**config.mk**
```make
export PLATFORM = sky130hd
export DESIGN_NAME = picomips_control
export DESIGN_NICKNAME = d
export VERILOG_FILES = /design/src/rtl/picomips_control.sv
export SDC_FILE = /design/constraint.sdc
export NUM_CORES = 1
export LEC_CHECK = 0
export BUFFER_PORTS_ARGS = -buffer_cell sky130_fd_sc_hd__buf_2
export CORE_ASPECT_RATIO = 0.9
export CORE_MARGIN = 3
export CORE_UTILIZATION = 50
export DETAILED_ROUTE_END_ITERATION = 10
export PLACE_DENSITY = 0.85
export SKIP_LAST_GASP = 1
export SLEW_MARGIN = 20
export SYNTH_ARGS = -nofsm -noshare
export SYNTH_HDL_FRONTEND = slang
export SYNTH_SLANG_ARGS = --single-unit
```
**constraint.sdc**
```tcl
create_clock -name clk -period 1.85 [get_ports clk]
set_clock_uncertainty 0.05 [all_clocks]
set_input_delay 0.2775 -clock clk [delete_from_list [all_inputs] [get_ports clk]]
set_output_delay 0.2775 -clock clk [all_outputs]
set_load 0.1 [all_outputs]
```
**src/rtl/picomips_control.sv**
```systemverilog
// picoMIPS multicycle controller: owns pc/ir, decodes opcodes into ALU and
// datapath selects, and paces execution through FETCH/DECODE/EXEC/WAIT/HALT.
module picomips_control #(
  parameter int unsigned n             = 8,
  parameter int unsigned opcode_size   = 4,
  parameter int unsigned alu_code_size = 3,
  parameter int unsigned instr_w       = 24,
  parameter int unsigned pc_w          = 8
) (
  input  logic                     clk,
  input  logic                     nReset,
  input  logic [instr_w-1:0]       instr,
  input  logic                     sw_go,
  output logic [pc_w-1:0]          pc,
  output logic [instr_w-1:0]       ir,
  output logic [alu_code_size-1:0] alu_func,
  output logic                     imm_sel,
  output logic                     sw_sel,
  output logic                     reg_we,
  output logic                     halted
);

  // ALU function codes shared with the ALU
  localparam logic [alu_code_size-1:0] RB    = alu_code_size'(1);
  localparam logic [alu_code_size-1:0] RADD  = alu_code_size'(2);
  localparam logic [alu_code_size-1:0] RMULT = alu_code_size'(4);

  localparam logic [opcode_size-1:0] OP_NOP   = opcode_size'(0);
  localparam logic [opcode_size-1:0] OP_ADD   = opcode_size'(1);
  localparam logic [opcode_size-1:0] OP_ADDI  = opcode_size'(2);
  localparam logic [opcode_size-1:0] OP_MULI  = opcode_size'(3);
  localparam logic [opcode_size-1:0] OP_LDSW  = opcode_size'(4);
  localparam logic [opcode_size-1:0] OP_WAITH = opcode_size'(5);
  localparam logic [opcode_size-1:0] OP_WAITL = opcode_size'(6);
  localparam logic [opcode_size-1:0] OP_JMP   = opcode_size'(7);

  // Immediate, opcode and jump-target fields must all fit in the word
  if (n + opcode_size > instr_w || pc_w + opcode_size > instr_w) begin : g_bad_params
    $error("picomips_control: instruction fields do not fit in instr_w");
  end

  typedef enum logic [2:0] {FETCH, DECODE, EXEC, WAIT, HALT} state_t;

  state_t                   state, state_n;
  logic [pc_w-1:0]          pc_n;
  logic [instr_w-1:0]       ir_n;
  logic [alu_code_size-1:0] alu_func_n;
  logic                     imm_sel_n, sw_sel_n, reg_we_n, halted_n;
  logic                     go_m, go_s;
  logic [opcode_size-1:0]   op;

  assign op = ir[instr_w-1 -: opcode_size];

  // State, datapath controls and switch synchroniser
  always_ff @(posedge clk or negedge nReset) begin
    if (!nReset) begin
      state    <= FETCH;
      pc       <= '0;
      ir       <= '0;
      alu_func <= RB;
      imm_sel  <= 1'b0;
      sw_sel   <= 1'b0;
      reg_we   <= 1'b0;
      halted   <= 1'b0;
      go_m     <= 1'b0;
      go_s     <= 1'b0;
    end else begin
      state    <= state_n;
      pc       <= pc_n;
      ir       <= ir_n;
      alu_func <= alu_func_n;
      imm_sel  <= imm_sel_n;
      sw_sel   <= sw_sel_n;
      reg_we   <= reg_we_n;
      halted   <= halted_n;
      go_m     <= sw_go;
      go_s     <= go_m;
    end
  end

  always_comb begin
    state_n    = state;
    pc_n       = pc;
    ir_n       = ir;
    alu_func_n = alu_func;
    imm_sel_n  = imm_sel;
    sw_sel_n   = sw_sel;
    reg_we_n   = 1'b0;
    halted_n   = halted;
    case (state)
      FETCH: begin
        ir_n    = instr;
        state_n = DECODE;
      end
      DECODE: begin
        alu_func_n = RB;
        imm_sel_n  = 1'b0;
        sw_sel_n   = 1'b0;
        state_n    = EXEC;
        case (op)
          OP_NOP, OP_JMP: ;
          OP_ADD: begin
            alu_func_n = RADD;
            reg_we_n   = 1'b1;
          end
          OP_ADDI: begin
            alu_func_n = RADD;
            imm_sel_n  = 1'b1;
            reg_we_n   = 1'b1;
          end
          OP_MULI: begin
            alu_func_n = RMULT;
            imm_sel_n  = 1'b1;
            reg_we_n   = 1'b1;
          end
          OP_LDSW: begin
            sw_sel_n = 1'b1;
            reg_we_n = 1'b1;
          end
          OP_WAITH, OP_WAITL: state_n = WAIT;
          default: begin
            state_n  = HALT;
            halted_n = 1'b1;
          end
        endcase
      end
      EXEC: begin
        pc_n    = (op == OP_JMP) ? ir[pc_w-1:0] : pc + pc_w'(1);
        state_n = FETCH;
      end
      WAIT: begin
        // WAITH releases on a high switch, WAITL on a low one
        if ((op == OP_WAITH) ? go_s : !go_s) begin
          pc_n    = pc + pc_w'(1);
          state_n = FETCH;
        end
      end
      HALT: halted_n = 1'b1;
      default: state_n = FETCH;
    endcase
  end

endmodule
```
# Word-level counts from Yosys, hierarchy flattened
# Cells that the tools add are included.
# totals
ff_bits	44
inputBits	27
out_inout_bits	39
word_cells	53
# op_classes
add_sub_neg	1
eq_ne	13
n_mux	14
bitwise_logic	1
n_reduce_logical	14
# op_table
op	n
equality test 4 x 3 -> 1 bit, second input constant	4
two-way mux 8 bit	2
case mux 8 bit (2 select lines)	1
case mux 3 bit (2 select lines)	2
case mux 3 bit (4 select lines)	1
adder 8 x 1 -> 8 bit, second input constant	1
equality test 4 x 2 -> 1 bit, second input constant	2
OR reduction 8 bit	1
equality test 3 x 2 -> 1 bit, second input constant	2
two-way mux 1 bit	6
AND reduction 2 bit	3
OR reduction 2 bit	3
OR reduction 6 bit	1
equality test 4 x 1 -> 1 bit, second input constant	1
zero test 4 bit	1
!= test 2 bit, second input constant	2
nonzero test 2 bit	2
OR reduction 4 bit	1
equality test 3 x 1 -> 1 bit, second input constant	1
equality test 3 bit, second input constant	1
zero test 3 bit	1
two-way mux 3 bit	1
case mux 1 bit (2 select lines)	1
zero test 1 bit	1
NOT 1 bit	1

# Logic depth before layout (Yosys ltp)
# Gate-level depths: netlist of run 1.
# logic_depth
depth_word	4
ltp_mapped	6
ltp_nobuf	5

# Least setup slack after synthesis of run 1
# No wires, ideal clock.
# synth_path
path_kind	register to register
from	register ir[22]
to	register pc[0]
setup_ns	0.124
arrival_ns	2.107
t_required_ns	1.676
setup_slack_ns	-0.431
stages_incl_launch_ff	6
n_path_buf	1
period_less_slack_ns	2.281
path_cell_list	dfrtp_1 clkbuf_2 and4bb_1 mux2i_1 nor4b_1 a211o_1
# synth_via
elab_chain_cells	4
elab_cells_between_ends	7
classes_between	3 x eq/ne; 3 x mux; 1 x reduce/logical
# synth_lines
element	line_no	rtl
start, declared	15	output logic [instr_w-1:0] ir,
start signal, assigned	70	ir <= ir_n;
equality test 4 x 3 -> 1 bit	133	if ((op == OP_WAITH) ? go_s : !go_s) begin
two-way mux 1 bit	133	
!= test 2 bit (no source line)	n/a	
AND reduction 2 bit (no source line)	n/a	
end signal, assigned	69	pc <= pc_n;
end, declared	14	output logic [pc_w-1:0] pc,
# Parallel ways exist; a longest one is shown, timed or not.
# A chain may end at the register's enable or synchronous reset.

# Worst setup path in the final report of run 1
# layout_path
from	register ir[23]
to	register pc[4]
# The elaborated chain is that of the path after synthesis.

==> results of run 1 <==
## cell families after synthesis
logic type,Yosys count,share of synthesized area
flops,44,0.5548
fa+ha+maj,1,0.006296
xor+xnor,2,0.008818
buf+inv,11,0.03337
simple gates,41,0.1222
mux,33,0.1814
compound gates,23,0.09320
## placed cells by master, fill, tap and decap left out, drive strengths merged, types with 2 or more instances in the layout
cell and instances:
nand3b 3, nor2 4, nand2 11, or2 2, clkbuf 6, mux2 24
nand2b 3, a21oi 3, dfrtp 43, a211oi 4, nor4b 3, nor3 5
o41ai 2, and3 2, a2bb2oi 6, o21ai 5, mux2i 9, buf 74
nand3 4
## path summary, 6_finish.rpt
path | endpoint | from | slack [ns] | cells past startpoint
min reg2reg | go_s | go_m | 0.32 | 0
max | pc[4] | ir[23] | 0.1 | 5
min | go_m | sw_go | 0.05 | 1
min in group asynchronous | ir[2] | nReset | 0.39 | 2
max reg2reg | pc[4] | ir[23] | 0.1 | 5
max in group asynchronous | ir[23] | nReset | 0.88 | 3
## per-layer routing
metal | global-route usage | up-vias | part of all wire
met2 | 0.2875 | 40 | 0.48
li1 | - | 710 | -
met4 | 0.04608 | 0 | 0.0015
met5 | 0 | - | 0
met3 | 0.04711 | 2 | 0.053
met1 | 0.2483 | 698 | 0.46
## cell type report
cell class                      instances  area share
Inverter                                1    0.001466
Tap cell                               46     0.02247
Timing Repair Buffer                   75      0.1671
Multi-Input combinational cell        100      0.3307
Sequential cell                        44      0.4362
Clock buffer                            6     0.02833
Clock inverter                          2     0.01368
## critical path: cells and delay by family (launching register included)
family	cells	cell delay, ns
muxes	1	0.35
buffers and inverters	1	0.23
and+or+nand+nor	2	0.38
DFF	1	0.47
AOI/OAI and AO/OA	1	0.13
## per-stage QoR
step | hold WS, ns | worst slack [ns] | std cells | TNS, ns | util
after detailed placement | 0.1735 | 0.05236 | 265 | 0 | 0.6480
after CTS | 0.03838 | 0.03875 | 274 | 0 | 0.6793
final | 0.04693 | 0.09503 | 274 | 0 | 0.6817
after floorplan | -0.06809 | -0.003772 | 155 | -0.01433 | -
after global placement | 0.1730 | 0.1251 | 265 | 0 | 0.6480
after global routing | 0.03773 | 0.01743 | 274 | 0 | 0.6817
## registers in the layout (all words and copies together) (netlist names)
name and count:
imm_sel 1, alu_func 3, state 3, ir 24
go_m 1, reg_we 1, sw_sel 1, pc 8
go_s 1, halted 1
## repair_timing
item	4_1_cts	5_1_grt
buffers inserted	0	0
endpoints found under the hold margin	15	0
hold buffers	1	0
resized for setup	0	1
endpoints found under the setup margin	0	6
==> flow_summary.toml, run 1 <==
[cells_and_area]
multi_input_area_um2 = 847.1
synthToLayoutAreaGrowth_pct = 28.90
fin_area_um2 = 2561
nets = 255
ff_latch_area_um2 = 1117
layout-drive-gt1-share = 0.5526
antenna_cells = 0
fillers = 278

[sta]
grt_setup_unrepaired = "no"
slew_headroom = 0.6693
period_share = 0.9486
setup_viol = 0
drv_slew = 0
fmax_mhz = 569.8
hold_viol_final = 0
tightest_slew_ns = 0.4995
finalCriticalPeriod_ns = 1.755

[clocking]
cts_buffers = 5
cts_tree = "yes"
clkSinkCount = 44
clk_pin_slew_ns = 0.08
root_buffer = "clkbuf_8"
clk_path_buf_depth = 2
clk_latency_ns = 0.29
ctsHtreeMaxLevel = 2

[setup_path]
worst-endpoint-arrival_ns = 1.86
crit_type = "reg -> reg"
end_kind = "flip-flop"
cp.required_ns = 1.96
critPathMaxFanout = 8
cpMaxStageDelayCell = "dfrtp_4"
critical_path.startpoint_type = "flip-flop"
critical_path.max_stage_delay_ns = 0.47
cp_cell_sequence = "and4bb_1 > mux2i_4 > buf_4 > nor3_2 > a2bb2oi_1"

[logic_synthesis]
syn_area_um2 = 1987
synth_edf_count = 0
synth-warning-count = 0
syn_area_per_cell_um2 = 12.82
synth_cells = 155
yosysMostFrequentCell = "dfrtp_1"
ys_top_cells_by_area = "dfrtp_1, mux2_2, mux2i_1"
async_reset_ff_frac = 1.000
synth_top_flop_cell = "dfrtp_1"
synth_cell_types = 37
synth-seq-cells = 44
synth_top_area_cell = "dfrtp_1"
yosysSeqAreaShare = 0.5548
synth_nets = 183
synth_top_area_share = 0.5416
ys_top_cells_by_count = "dfrtp_1, mux2_2, nand2_1"

[outcome]
status = "finished, final reports clean"

[routing]
routed_wl_um = 4068
wl_per_cell_um = 14.85
vias = 1450
drtPass1Iterations = 4
drt_iter0_drc = 42
vias_per_cell = 5.292
ant_nets = 0
drcViolationCount = 0

[floorplan]
ioPinCount = 66
core_area_um2 = 3757
die_w_um = 72.45
initial_core_util = 0.5288
dieArea_um2 = 4768
num_rows = 21
die_y_um = 65.81

[global_routing]
grt_max_degree = 29
first_global_vias = 1405
antenna_found_initial = 0
grt.overflow.total = 0
grt_pass1_wl_um = 6679
grt_usage = 0.1810

[place]
place_area_um2 = 2435
io_buffers = 65
finalWeightedCongestion = 0.7733
hpwlAfterDp_um = 3069

[flow_run]
cap_violations = 0

[worst_hold_path]
hp-class = "in -> reg"
Power of run 1 is not shown: default switching activity piles up to over one toggle a cycle in this logic, so the estimate is an artifact.
==> run 2: changes to the inputs <==
Settings changed: BUFFER_PORTS_ARGS -buffer_cell sky130_fd_sc_hd__buf_2 to -buffer_cell sky130_fd_sc_hd__buf_4.
==> run 2 against run 1 <==
Flip-flop and latch count unchanged. First-iteration DRC count up 120%. Critical endpoint is now pc[5]. Critical path depth is the same. Setup slack worse by 0.061 ns. Wire length is 9.9% higher. Global-route usage is 1.9 points higher. Highest routed layer unchanged. Cell count down 0.73%. Maximum frequency is 3.3% lower. Critical path type unchanged.
==> flow_summary.toml, run 2 (synthesis gave the netlist of run 1 again) <==
[clocking]
clk_pin_slew_ns = 0.08
cts_buffers = 5
ctsHtreeMaxLevel = 2
cts_tree = "yes"
post_cts_buffers = 0
clk_latency_ns = 0.29
clk_path_buf_depth = 2
root_buffer = "clkbuf_8"
clkSinkCount = 44

[cells_and_area]
largest_reg_flops = 24
multi_input_area_um2 = 847.1
synthToLayoutAreaGrowth_pct = 37.15
reg_top3 = "ir x24, pc x8"
mostFrequentLayoutCell = "buf_4"
fillers = 273
nets = 253
ff_latch_area_um2 = 1117
layout-drive-gt1-share = 0.5487
antenna_cells = 0
layout_common_cells = "buf_4, dfrtp_1, mux2_2"
regMostFlops = "ir"

[routing]
drcViolationCount = 0
drtPass1Iterations = 4
wl_per_cell_um = 16.44
routed_wl_um = 4471
vias_per_cell = 5.654
drt_iter0_drc = 93
vias = 1538
ant_nets = 0

[setup_path]
critical_path.startpoint_type = "flip-flop"
worstRegToRegCells = 5
critPathMaxFanout = 11
end_kind = "flip-flop"
crit_type = "reg -> reg"
cp.required_ns = 2.01
worst-endpoint-arrival_ns = 1.97

[global_routing]
grt_pass1_wl_um = 7300
grt_usage = 0.2002
antenna_found_initial = 0
first_global_vias = 1503
grt.overflow.total = 0
grt_max_degree = 45

[worst_hold_path]
holdPathStages = 1
hp-class = "in -> reg"

[place]
finalWeightedCongestion = 0.7741
hpwlAfterDp_um = 3144
io_buffers = 65

[outcome]
status = "finished, final reports clean"

[sta]
fmax_mhz = 550.8
period_share = 0.9813
finalCriticalPeriod_ns = 1.815
whs_ns = 0.03751
hold_viol_final = 0
setup_viol = 0
slew_headroom = 0.6432
tns_ns = 0
tightest_slew_ns = 0.5353
drv_slew = 0

[floorplan]
die_w_um = 72.45
num_rows = 21
ioPinCount = 66
die_y_um = 65.81
core_area_um2 = 3757
initial_core_util = 0.5288
dieArea_um2 = 4768

[flow_run]
cap_violations = 0
run 2: cell types whose count changed in the layout (fill, tap and decap cells not counted):
cell / previous run / this run
bufinv_16: 1 / 2
buf_12: 2 / 1
clkinv_2: 1 / 0
buf_2: 65 / 0
buf_4: 7 / 70
buf_6: 0 / 1
run 2: cell type report:
class,count,share of cell area
Clock buffer,6,0.02663
Clock inverter,2,0.02204
Inverter,1,0.001377
Multi-Input combinational cell,100,0.3108
Sequential cell,44,0.4100
Tap cell,46,0.02112
Timing Repair Buffer,73,0.2080
run 2: repair_timing:
item,4_1_cts,5_1_grt
hold buffers,1,0
hold endpoints to repair,43,0
endpoints found under the setup margin,0,7
resized for setup,0,2
run 2: through the flow:
stage                     setup WS (ns)  instance area, um2  std cells    util
after floorplan               -0.003772                2024        155       -
after global placement           0.1710                2570        263  0.6840
after detailed placement         0.1087                2570        263  0.6840
after CTS                       0.02973                2713        272  0.7219
after global routing           -0.02981                2725        272  0.7253
final                           0.03451                2725        272  0.7253
run 2: worst max-delay path: stages (launching register included):
cell,delay [ns]
dfrtp_4,0.53
and4bb_1,0.36
mux2i_4,0.32
buf_6,0.19
nor2_2,0.09
a2bb2oi_1,0.17
run 2: final timing paths:
check	slack, ns	startpoint	to
hold / removal	0.04	sw_go	go_m
max in group asynchronous	0.87	nReset	ir[23]
setup reg to reg	0.03	ir[23]	pc[5]
setup / recovery	0.03	ir[23]	pc[5]
hold reg to reg	0.31	go_m	go_s
min in group asynchronous	0.47	nReset	state[1]
run 2: layer usage:
layer / up-vias / wire length (um) / track usage / share of wire
li1: 704 / - / - / -
met1: 772 / 1889 / 0.2719 / 0.42
met2: 55 / 2225 / 0.3057 / 0.50
met3: 7 / 302 / 0.06079 / 0.068
met4: 0 / 53 / 0.06912 / 0.012
met5: - / 0 / 0 / 0
Power of run 2 is left out for the same reason.
==> run 3: changes to the inputs <==
Settings changed: REMOVE_ABC_BUFFERS from default to 1.
Clock period 1.85 ns to 2.25 ns, I/O delays scaled along.
==> run 3 against run 2 <==
Sequential share of layout area rose by 1.4 points. Cell area fell by 4.7%. Die area unchanged. Register-to-register slack improved by 0.42 ns. Maximum frequency up 1.0%.
==> flow_summary.toml, run 3 (synthesis gave the netlist of run 1 again) <==
[outcome]
status = "finished, final reports clean"

[routing]
vias = 1466
ant_nets = 0
vias_per_cell = 5.470
routed_wl_um = 4084
drt_iter0_drc = 81
drtPass1Iterations = 4
drcViolationCount = 0
wl_per_cell_um = 15.24

[clocking]
clk_path_buf_depth = 2
clkSinkCount = 44
ctsHtreeMaxLevel = 2
root_buffer = "clkbuf_8"
post_cts_buffers = 0
cts_buffers = 5
clk_latency_ns = 0.29
cts_tree = "yes"
clk_pin_slew_ns = 0.08

[worst_hold_path]
holdPathStages = 1
hp-class = "in -> reg"

[sta]
final.setup.worst_slack_ns = 0.4530
setup_viol = 0
tightest_slew_ns = 0.5288
fmax_mhz = 556.5
drv_slew = 0
hold_viol_final = 0
period_share = 0.7987
tns_ns = 0
grt_setup_unrepaired = "no"
slew_headroom = 0.6475
finalCriticalPeriod_ns = 1.797

[flow_run]
cap_violations = 0

[floorplan]
die_w_um = 72.45
dieArea_um2 = 4768
core_area_um2 = 3757
ioPinCount = 66
initial_core_util = 0.5288
die_y_um = 65.81
num_rows = 21

[global_routing]
grt.overflow.total = 0
grtUsageMet3 = 0.04863
grtUsageMet1 = 0.2283
first_global_vias = 1464
grt_usage = 0.1866
grt_pass1_wl_um = 6817
busiest_layer = "met2"
grt_max_degree = 45
gr-usage-met2 = 0.3023
antenna_found_initial = 0

[cells_and_area]
antenna_cells = 0
reg_top3 = "ir x24, pc x8"
layout_common_cells = "buf_4, dfrtp_1, mux2_2"
largest_reg_flops = 24
synthToLayoutAreaGrowth_pct = 30.73
mostFrequentLayoutCell = "buf_4"
regMostFlops = "ir"
layout-drive-gt1-share = 0.4955
nets = 250
fillers = 274
fin_area_um2 = 2597

[setup_path]
critPathMaxFanout = 13
cp.required_ns = 2.39
worst-path-buf-inv = 1
critical_path.max_stage_delay_ns = 0.50
cp.depth = 5
cpMaxStageDelayCell = "dfrtp_1"
crit_type = "reg -> reg"
worstRegToRegCells = 5
worst-endpoint-arrival_ns = 1.93
end_kind = "flip-flop"
cp_cell_sequence = "and4bb_1 > mux2i_1 > buf_4 > or2_0 > a211o_1"
critical_path.startpoint_type = "flip-flop"
critical_path.top_delay_family = "simple AND/OR/NAND/NOR gates"

[place]
place_ws_ns = 0.4718
hpwlAfterDp_um = 3008
finalWeightedCongestion = 0.7544
io_buffers = 65
place_area_um2 = 2506
-- run 3: changes by cell type in the layout (fill, tap and decap cells not counted), sizes merged --
| cell | change |
|---|---|
| clkinvlp | +1 |
| bufinv | -2 |
| clkinv | +1 |
| buf | -3 |
| clkbuf | -1 |
-- run 3: path summary, 6_finish.rpt --
| check | startpoint | slack (ns) | to |
|---|---|---|---|
| setup / recovery | ir[23] | 0.45 | pc[0] |
| hold / removal | sw_go | 0.1 | go_m |
| setup reg to reg | ir[23] | 0.45 | pc[0] |
| hold reg to reg | go_m | 0.31 | go_s |
| max in group asynchronous | nReset | 1.26 | alu_func[2] |
| min in group asynchronous | nReset | 0.52 | ir[4] |
-- run 3: layout make-up --
| class | count | area [um2] | share of cell area |
|---|---|---|---|
| multi-input cells | 100 | 824.5 | 0.3174 |
| repair buffers | 70 | 528.0 | 0.2033 |
| flip-flops and latches | 44 | 1102 | 0.4244 |
| well taps | 46 | 57.56 | 0.02216 |
| clock buffers | 5 | 68.82 | 0.02649 |
| inverters | 1 | 3.754 | 0.001445 |
| clock inverters | 2 | 12.51 | 0.004817 |
-- run 3: what timing repair did --
item / 4_1_cts / 5_1_grt
hold buffers: 1 / 0
gates resized for setup: 0 / 0
hold endpoints to repair: 43 / 0
-- run 3: routing by layer --
metal  routed length (um)  vias to the layer above  part of all wire
met3                  207                       10             0.051
met4                  108                        0             0.026
met5                    0                        -                 0
met1                 1691                      720              0.41
met2                 2076                       40              0.51
li1                     -                      696                 -
-- run 3: through the flow --
stage,hold WS (ns),util,std cells
after global routing,0.07630,0.6913,268
after floorplan,-0.008091,-,145
after detailed placement,0.3010,0.6670,260
after global placement,0.2847,0.6670,260
after CTS,0.08802,0.6913,268
final,0.09802,0.6913,268
-- run 3: worst reg2reg max path, cell delays in order, from the launching register on --
cell,delay (ns)
dfrtp_1,0.50
and4bb_1,0.33
mux2i_1,0.08
buf_4,0.19
or2_0,0.26
a211o_1,0.29
Power of run 3 is left out for the same reason.
